### src/rtl/ripple_carry_adder_if.sv
// ripple_carry_adder_if: operand/result bundle for the ripple-carry adder.
//   master: drives in_valid, a, b, cin; receives out_valid, sum, cout, ovf.
//   slave : receives in_valid, a, b, cin; drives out_valid, sum, cout, ovf.
//   WIDTH must match the WIDTH of the attached adder.
interface ripple_carry_adder_if #(
   parameter int WIDTH = 4
);
   logic             in_valid;
   logic [WIDTH-1:0] a;
   logic [WIDTH-1:0] b;
   logic             cin;
   logic             out_valid;
   logic [WIDTH-1:0] sum;
   logic             cout;
   logic             ovf;
   modport master (output in_valid, a, b, cin, input out_valid, sum, cout, ovf);
   modport slave (input in_valid, a, b, cin, output out_valid, sum, cout, ovf);
endinterface

### src/rtl/ripple_carry_adder.sv
// ripple_carry_adder: WIDTH-bit ripple-carry adder with registered sum/cout/ovf.
//   clk    : rising-edge clock
//   rst_n  : asynchronous active-low reset, clears all registers
//   rca_io : slave side of ripple_carry_adder_if
//            in_valid/a/b/cin in, out_valid/sum/cout/ovf out
//   Define RCA_INPUT_REG_EN to add an input register stage (latency 2 instead of 1).
module ripple_carry_adder #(
   parameter int WIDTH = 4
) (
   input logic                 clk,
   input logic                 rst_n,
   ripple_carry_adder_if.slave rca_io
);
   logic             vld;
   logic [WIDTH-1:0] op_a;
   logic [WIDTH-1:0] op_b;
   logic             op_cin;
`ifdef RCA_INPUT_REG_EN
   logic             vld_q;
   logic [WIDTH-1:0] a_q;
   logic [WIDTH-1:0] b_q;
   logic             cin_q;
   // Operands load only on valid so X on idle cycles never enters the chain.
   always_ff @(posedge clk or negedge rst_n) begin
      if (!rst_n) begin
         vld_q <= 1'b0;
         a_q   <= '0;
         b_q   <= '0;
         cin_q <= 1'b0;
      end else begin
         vld_q <= rca_io.in_valid;
         if (rca_io.in_valid) begin
            a_q   <= rca_io.a;
            b_q   <= rca_io.b;
            cin_q <= rca_io.cin;
         end
      end
   end
   assign vld    = vld_q;
   assign op_a   = a_q;
   assign op_b   = b_q;
   assign op_cin = cin_q;
`else
   assign vld    = rca_io.in_valid;
   assign op_a   = rca_io.a;
   assign op_b   = rca_io.b;
   assign op_cin = rca_io.cin;
`endif
   logic [WIDTH:0]   c;
   logic [WIDTH-1:0] s;
   assign c[0] = op_cin;
   for (genvar i = 0; i < WIDTH; i++) begin : g_fa
      assign s[i]   = op_a[i] ^ op_b[i] ^ c[i];
      assign c[i+1] = (op_a[i] & op_b[i]) | (op_a[i] & c[i]) | (op_b[i] & c[i]);
   end
   logic             out_valid_q;
   logic [WIDTH-1:0] sum_q;
   logic [WIDTH-1:0] sum_d;
   logic             cout_q;
   logic             cout_d;
   logic             ovf_q;
   logic             ovf_d;
   always_comb begin
      sum_d  = vld ? s : sum_q;
      cout_d = vld ? c[WIDTH] : cout_q;
      ovf_d  = vld ? c[WIDTH] ^ c[WIDTH-1] : ovf_q;
   end
   always_ff @(posedge clk or negedge rst_n) begin
      if (!rst_n) begin
         out_valid_q <= 1'b0;
         sum_q       <= '0;
         cout_q      <= 1'b0;
         ovf_q       <= 1'b0;
      end else begin
         out_valid_q <= vld;
         sum_q       <= sum_d;
         cout_q      <= cout_d;
         ovf_q       <= ovf_d;
      end
   end
   assign rca_io.out_valid = out_valid_q;
   assign rca_io.sum       = sum_q;
   assign rca_io.cout      = cout_q;
   assign rca_io.ovf       = ovf_q;
endmodule

### src/flat_wrapper.sv
// flat-port wrapper written by rule: the top's interface ports become plain ports
module ripple_carry_adder_flat 
#(
   parameter int WIDTH = 4
)
  (clk, rst_n, rca_io_in_valid, rca_io_a, rca_io_b, rca_io_cin, rca_io_out_valid, rca_io_sum, rca_io_cout, rca_io_ovf);
  ripple_carry_adder_if #(.WIDTH(WIDTH)) rca_io_i ();
  input logic clk;
  input logic rst_n;
  input wire logic [$bits(rca_io_i.in_valid)-1:0] rca_io_in_valid;
  input wire logic [$bits(rca_io_i.a)-1:0] rca_io_a;
  input wire logic [$bits(rca_io_i.b)-1:0] rca_io_b;
  input wire logic [$bits(rca_io_i.cin)-1:0] rca_io_cin;
  output wire logic [$bits(rca_io_i.out_valid)-1:0] rca_io_out_valid;
  output wire logic [$bits(rca_io_i.sum)-1:0] rca_io_sum;
  output wire logic [$bits(rca_io_i.cout)-1:0] rca_io_cout;
  output wire logic [$bits(rca_io_i.ovf)-1:0] rca_io_ovf;
  assign rca_io_i.in_valid = rca_io_in_valid;
  assign rca_io_i.a = rca_io_a;
  assign rca_io_i.b = rca_io_b;
  assign rca_io_i.cin = rca_io_cin;
  assign rca_io_out_valid = rca_io_i.out_valid;
  assign rca_io_sum = rca_io_i.sum;
  assign rca_io_cout = rca_io_i.cout;
  assign rca_io_ovf = rca_io_i.ovf;
  ripple_carry_adder #(.WIDTH(WIDTH)) u_core (.clk(clk), .rst_n(rst_n), .rca_io(rca_io_i));
endmodule
### config.mk
export PLATFORM = sky130hd
export DESIGN_NAME = ripple_carry_adder_flat
export DESIGN_NICKNAME = d
export VERILOG_FILES = /design/src/rtl/ripple_carry_adder_if.sv /design/src/rtl/ripple_carry_adder.sv /design/src/flat_wrapper.sv
export SDC_FILE = /design/constraint.sdc
export NUM_CORES = 1
export LEC_CHECK = 0
export CORE_AREA = 2 2 39 41
export CTS_CLUSTER_SIZE = 40
export DETAILED_ROUTE_END_ITERATION = 6
export DIE_AREA = 0 0 41 43
export GPL_TIMING_DRIVEN = 0
export SLEW_MARGIN = 0
export SYNTH_ARGS = -nofsm -noshare
export SYNTH_HDL_FRONTEND = slang
export SYNTH_SLANG_ARGS = --single-unit
### constraint.sdc
create_clock -name clk -period 1.55 [get_ports clk]
set_input_delay 0.155 -clock clk [delete_from_list [all_inputs] [get_ports clk]]
set_output_delay 0.155 -clock clk [all_outputs]
set_load 0.02 [all_outputs]
==> results.md, run 1 <==
- The flow ran to the end, but the final reports show violations.
- The checks that failed: negative setup slack.
- Across all layers, the routed design uses 266 vias.
- In this run the clock root is driven by a clkbuf_4.
- The number of antenna diodes in the final layout is 0.
- The maximum number of buffers from clock root to sink is 2.
- The clock transition at the registers of the reported paths is 50 ps.
- Setup total negative slack on the finished layout was measured at -260 ps.
- Synthesis produced a netlist with a net count of 45.
- The full die area is 1760 µm².
- Hold timing on the final database bottoms out at a slack of 173 ps.
- The instance area after placement is 606 µm².
- The total length of routed wires is 673 µm.
- The worst setup path is launched from an input port.
- The post-route antenna net violation count is 0.
- The number of violations of the max-capacitance limit is 0.
- The share of the Yosys chip area taken by registers is 45.2%.
- The floorplan has 14 rows.
- Across every metal layer, demand over resource in global routing totals 9.65%.
- The number of nets at the end of the flow is 70.
- The share of cells above drive strength 1 is 39.6%.
- The tree built by TritonCTS fans out to 7 sinks.
- The number of instances in the synthesized netlist is 29.
- The floorplan step set the die width to 41 µm.
- The initial antenna violation count came to 0.
- The critical path is of the in2reg type.
- The share of flip-flops with an asynchronous set or reset after synthesis is 100%.
- The boundary pin count is 19.
- The final weighted congestion of routability-driven global placement is 0.599.
- The count of buffers added on input and output ports is 18.
- The number of enable flip-flop cells after synthesis is 0.
- The register bit total from synthesis is 7.
- The TritonCTS clock tree is done.
- The final number of setup-violating endpoints is 2.
- The final worst-path setup slack is -159 ps.
- After synthesis, the cell types taking the most area are dfrtp_1, fa_1, mux2_4, inv_1, mux2i_1.
- The total core area is 1380 µm².
- The top cell type by area accounts for 45.2% of the synthesized area.
- The aggregate global routing overflow is 0.
- The first-pass GRT wire length is 1070 µm.
- By count the netlist is led by inv_1, dfrtp_1, fa_1.
- The most used flip-flop cell after synthesis is dfrtp_1.
- The max-slew violation total from the final report was 0.
- The leakage dissipation is 0.313 nW.
- The most repeated cell in the gate-level netlist after synthesis is inv_1.
- The minimum period implied by the final worst setup slack is 1710 ps.
- The endpoint class of the critical path is a flip-flop.
- The DRC violation count after routing is 0.
- Counting distinct cell types in the post-synthesis netlist gives 7.
- The die height is 43 µm.
- The number of iterations in the first detailed-routing pass is 1.
- Once the floorplan was initialized, standard cells occupied 28.0% of the core.
- The data required time of the worst path is 1680 ps.
- The maximum level of the CTS H-tree is 1.
- For this design the ratio of total power to cell area is 990 nW/µm².
- Between clock sinks in the finished design, the worst skew comes to 0 ps.
- The tightest slew margin relative to the limit is 78.2%.
- For the worst-skew pair, the clock arrives at the later sink with an insertion delay of 240 ps.
- The tightest min-delay check is of the in2async type.
- The post-synthesis instance area is 388 µm².
- Relative to the synthesized area, the layout overhead comes to 68.7%.
- The via density per instance is 3.86.
- Setup repair after global routing could not meet its margin everywhere.
- The critical path data arrival time is 1840 ps.
- After detailed routing, the average wire length per cell comes to 9.75 µm.
- Summed over all instances, the cell type with the most area after synthesis is dfrtp_1.
- The count of final hold-check violations is 0.
- The area of all placed cells without fillers is 654 µm².
- Clock tree synthesis inserted a total of 3 buffers.
- The synthesized area per cell is 13.4 µm².
- IR analysis of the VDD net gives a maximum drop of 0.450 mV.
- The actual transition at the worst max-transition pin is 326 ps.
- In the finished design, the share of the clock period the worst path needs comes to 110%.
- The iteration-0 DRC count of the detailed router is 0.
- In this run the worst path has a maximum fanout of 2.
- Static timing analysis puts the maximum clock frequency at 585 MHz.
- Entering global routing, the biggest net connects 8 pins.
- The number of global-route vias before repair is 268.
- The number of synthesis warnings is 0.
## worst max-delay path: stages
cell and delay [ps]:
buf_8 80, inv_8 20, fa_2 370, inv_2 60, fa_2 190, fa_2 210
inv_2 40, fa_2 340, xnor2_1 130, mux2_4 250
## cell usage in the layout, fill, tap and decap left out, types with 2 or more instances in the layout
cell type / synthesis / final
clkdlybuf4s50_1: 0 / 13
dfrtp_1: 7 / 7
inv_1: 10 / 5
fa_2: 0 / 4
inv_2: 0 / 3
buf_6: 1 / 3
mux2i_1: 3 / 3
mux2_4: 3 / 3
clkbuf_4: 0 / 3
dlygate4sd2_1: 0 / 2
buf_4: 0 / 2
## timing repair
action	in CTS	in global routing
hold buffers	0	0
endpoints found under the setup margin	5	2
buffers inserted	1	1
resized for setup	16	3
pin swaps	5	0
## worst paths after layout
path / startpoint / end / slack, ps / cells past startpoint
worst max register to register: u_core.rca_io.ovf / u_core.rca_io.ovf / 790 / 1
worst min register to register: u_core.rca_io.sum[1] / u_core.rca_io.sum[1] / 510 / 1
worst max-delay path: rca_io_a[0] / u_core.rca_io.ovf / -160 / 10
max in group asynchronous: rst_n / u_core.rca_io.sum[0] / 1140 / 1
min in group clk: rca_io_b[0] / u_core.rca_io.sum[0] / 340 / 4
worst min-delay path: rst_n / u_core.rca_io.sum[1] / 170 / 1
## per-stage QoR
stage	worst slack, ps	power [mW]	util [%]	std cells
after floorplan	-347	0.365	-	29
after global placement	-979	0.483	43.8	63
after detailed placement	-993	0.487	43.8	63
after CTS	-163	0.656	45.7	68
after global routing	-184	0.689	47.3	69
final	-159	0.648	47.3	69
## flip-flops by register name, indices dropped and copies added (netlist names)
signal                   cells
u_core.rca_io.ovf            1
u_core.rca_io.out_valid      1
u_core.rca_io.sum            4
u_core.rca_io.cout           1
## routing by layer
| layer | track usage [%] | routed length (µm) | share of wire, % |
|---|---|---|---|
| met1 | 12.4 | 285 | 42 |
| met2 | 12.5 | 330 | 49 |
| met3 | 4.71 | 56 | 8.3 |
| met4 | 6.00 | 0 | 0 |
| met5 | 0 | 0 | 0 |
## cells by family (layout without fill, tap and decap cells)
group | Yosys count | after routing | synth area share [%]
buffers and inverters | 11 | 35 | 12.6
DFF | 7 | 7 | 45.2
muxes | 6 | 6 | 19.4
adders and majority gates | 4 | 4 | 20.6
xor gates and xnor gates | 1 | 1 | 2.26
## report_power, final
part	internal, mW	switching (mW)	leakage, nW	total [mW]
logic	0.144	0.104	0.217	0.249
clock network	0.0980	0.0635	0.0150	0.161
registers	0.218	0.0193	0.0816	0.238
## area by class of cell
cell class                 instances  area [µm²]
buffer                             1        11.3
clock buffer                       4        26.3
fill                             141         729
inverter                          10        47.5
multi-input combinational         11         174
sequential                         7         175
tap                               16        20.0
timing repair buffer              20         200
Note: power is estimated with default switching activity, not from simulation.
==> run 2: changes to the inputs <==
--- a/config.mk
+++ b/config.mk
@@ -10,6 +10,7 @@
 export DETAILED_ROUTE_END_ITERATION = 6
 export DIE_AREA = 0 0 41 43
 export GPL_TIMING_DRIVEN = 0
+export SETUP_SLACK_MARGIN = 0.05
 export SLEW_MARGIN = 0
 export SYNTH_ARGS = -nofsm -noshare
 export SYNTH_HDL_FRONTEND = slang
==> results of run 2 <==
Same layout as run 1: the final DEF is identical, and so are final timing and power.
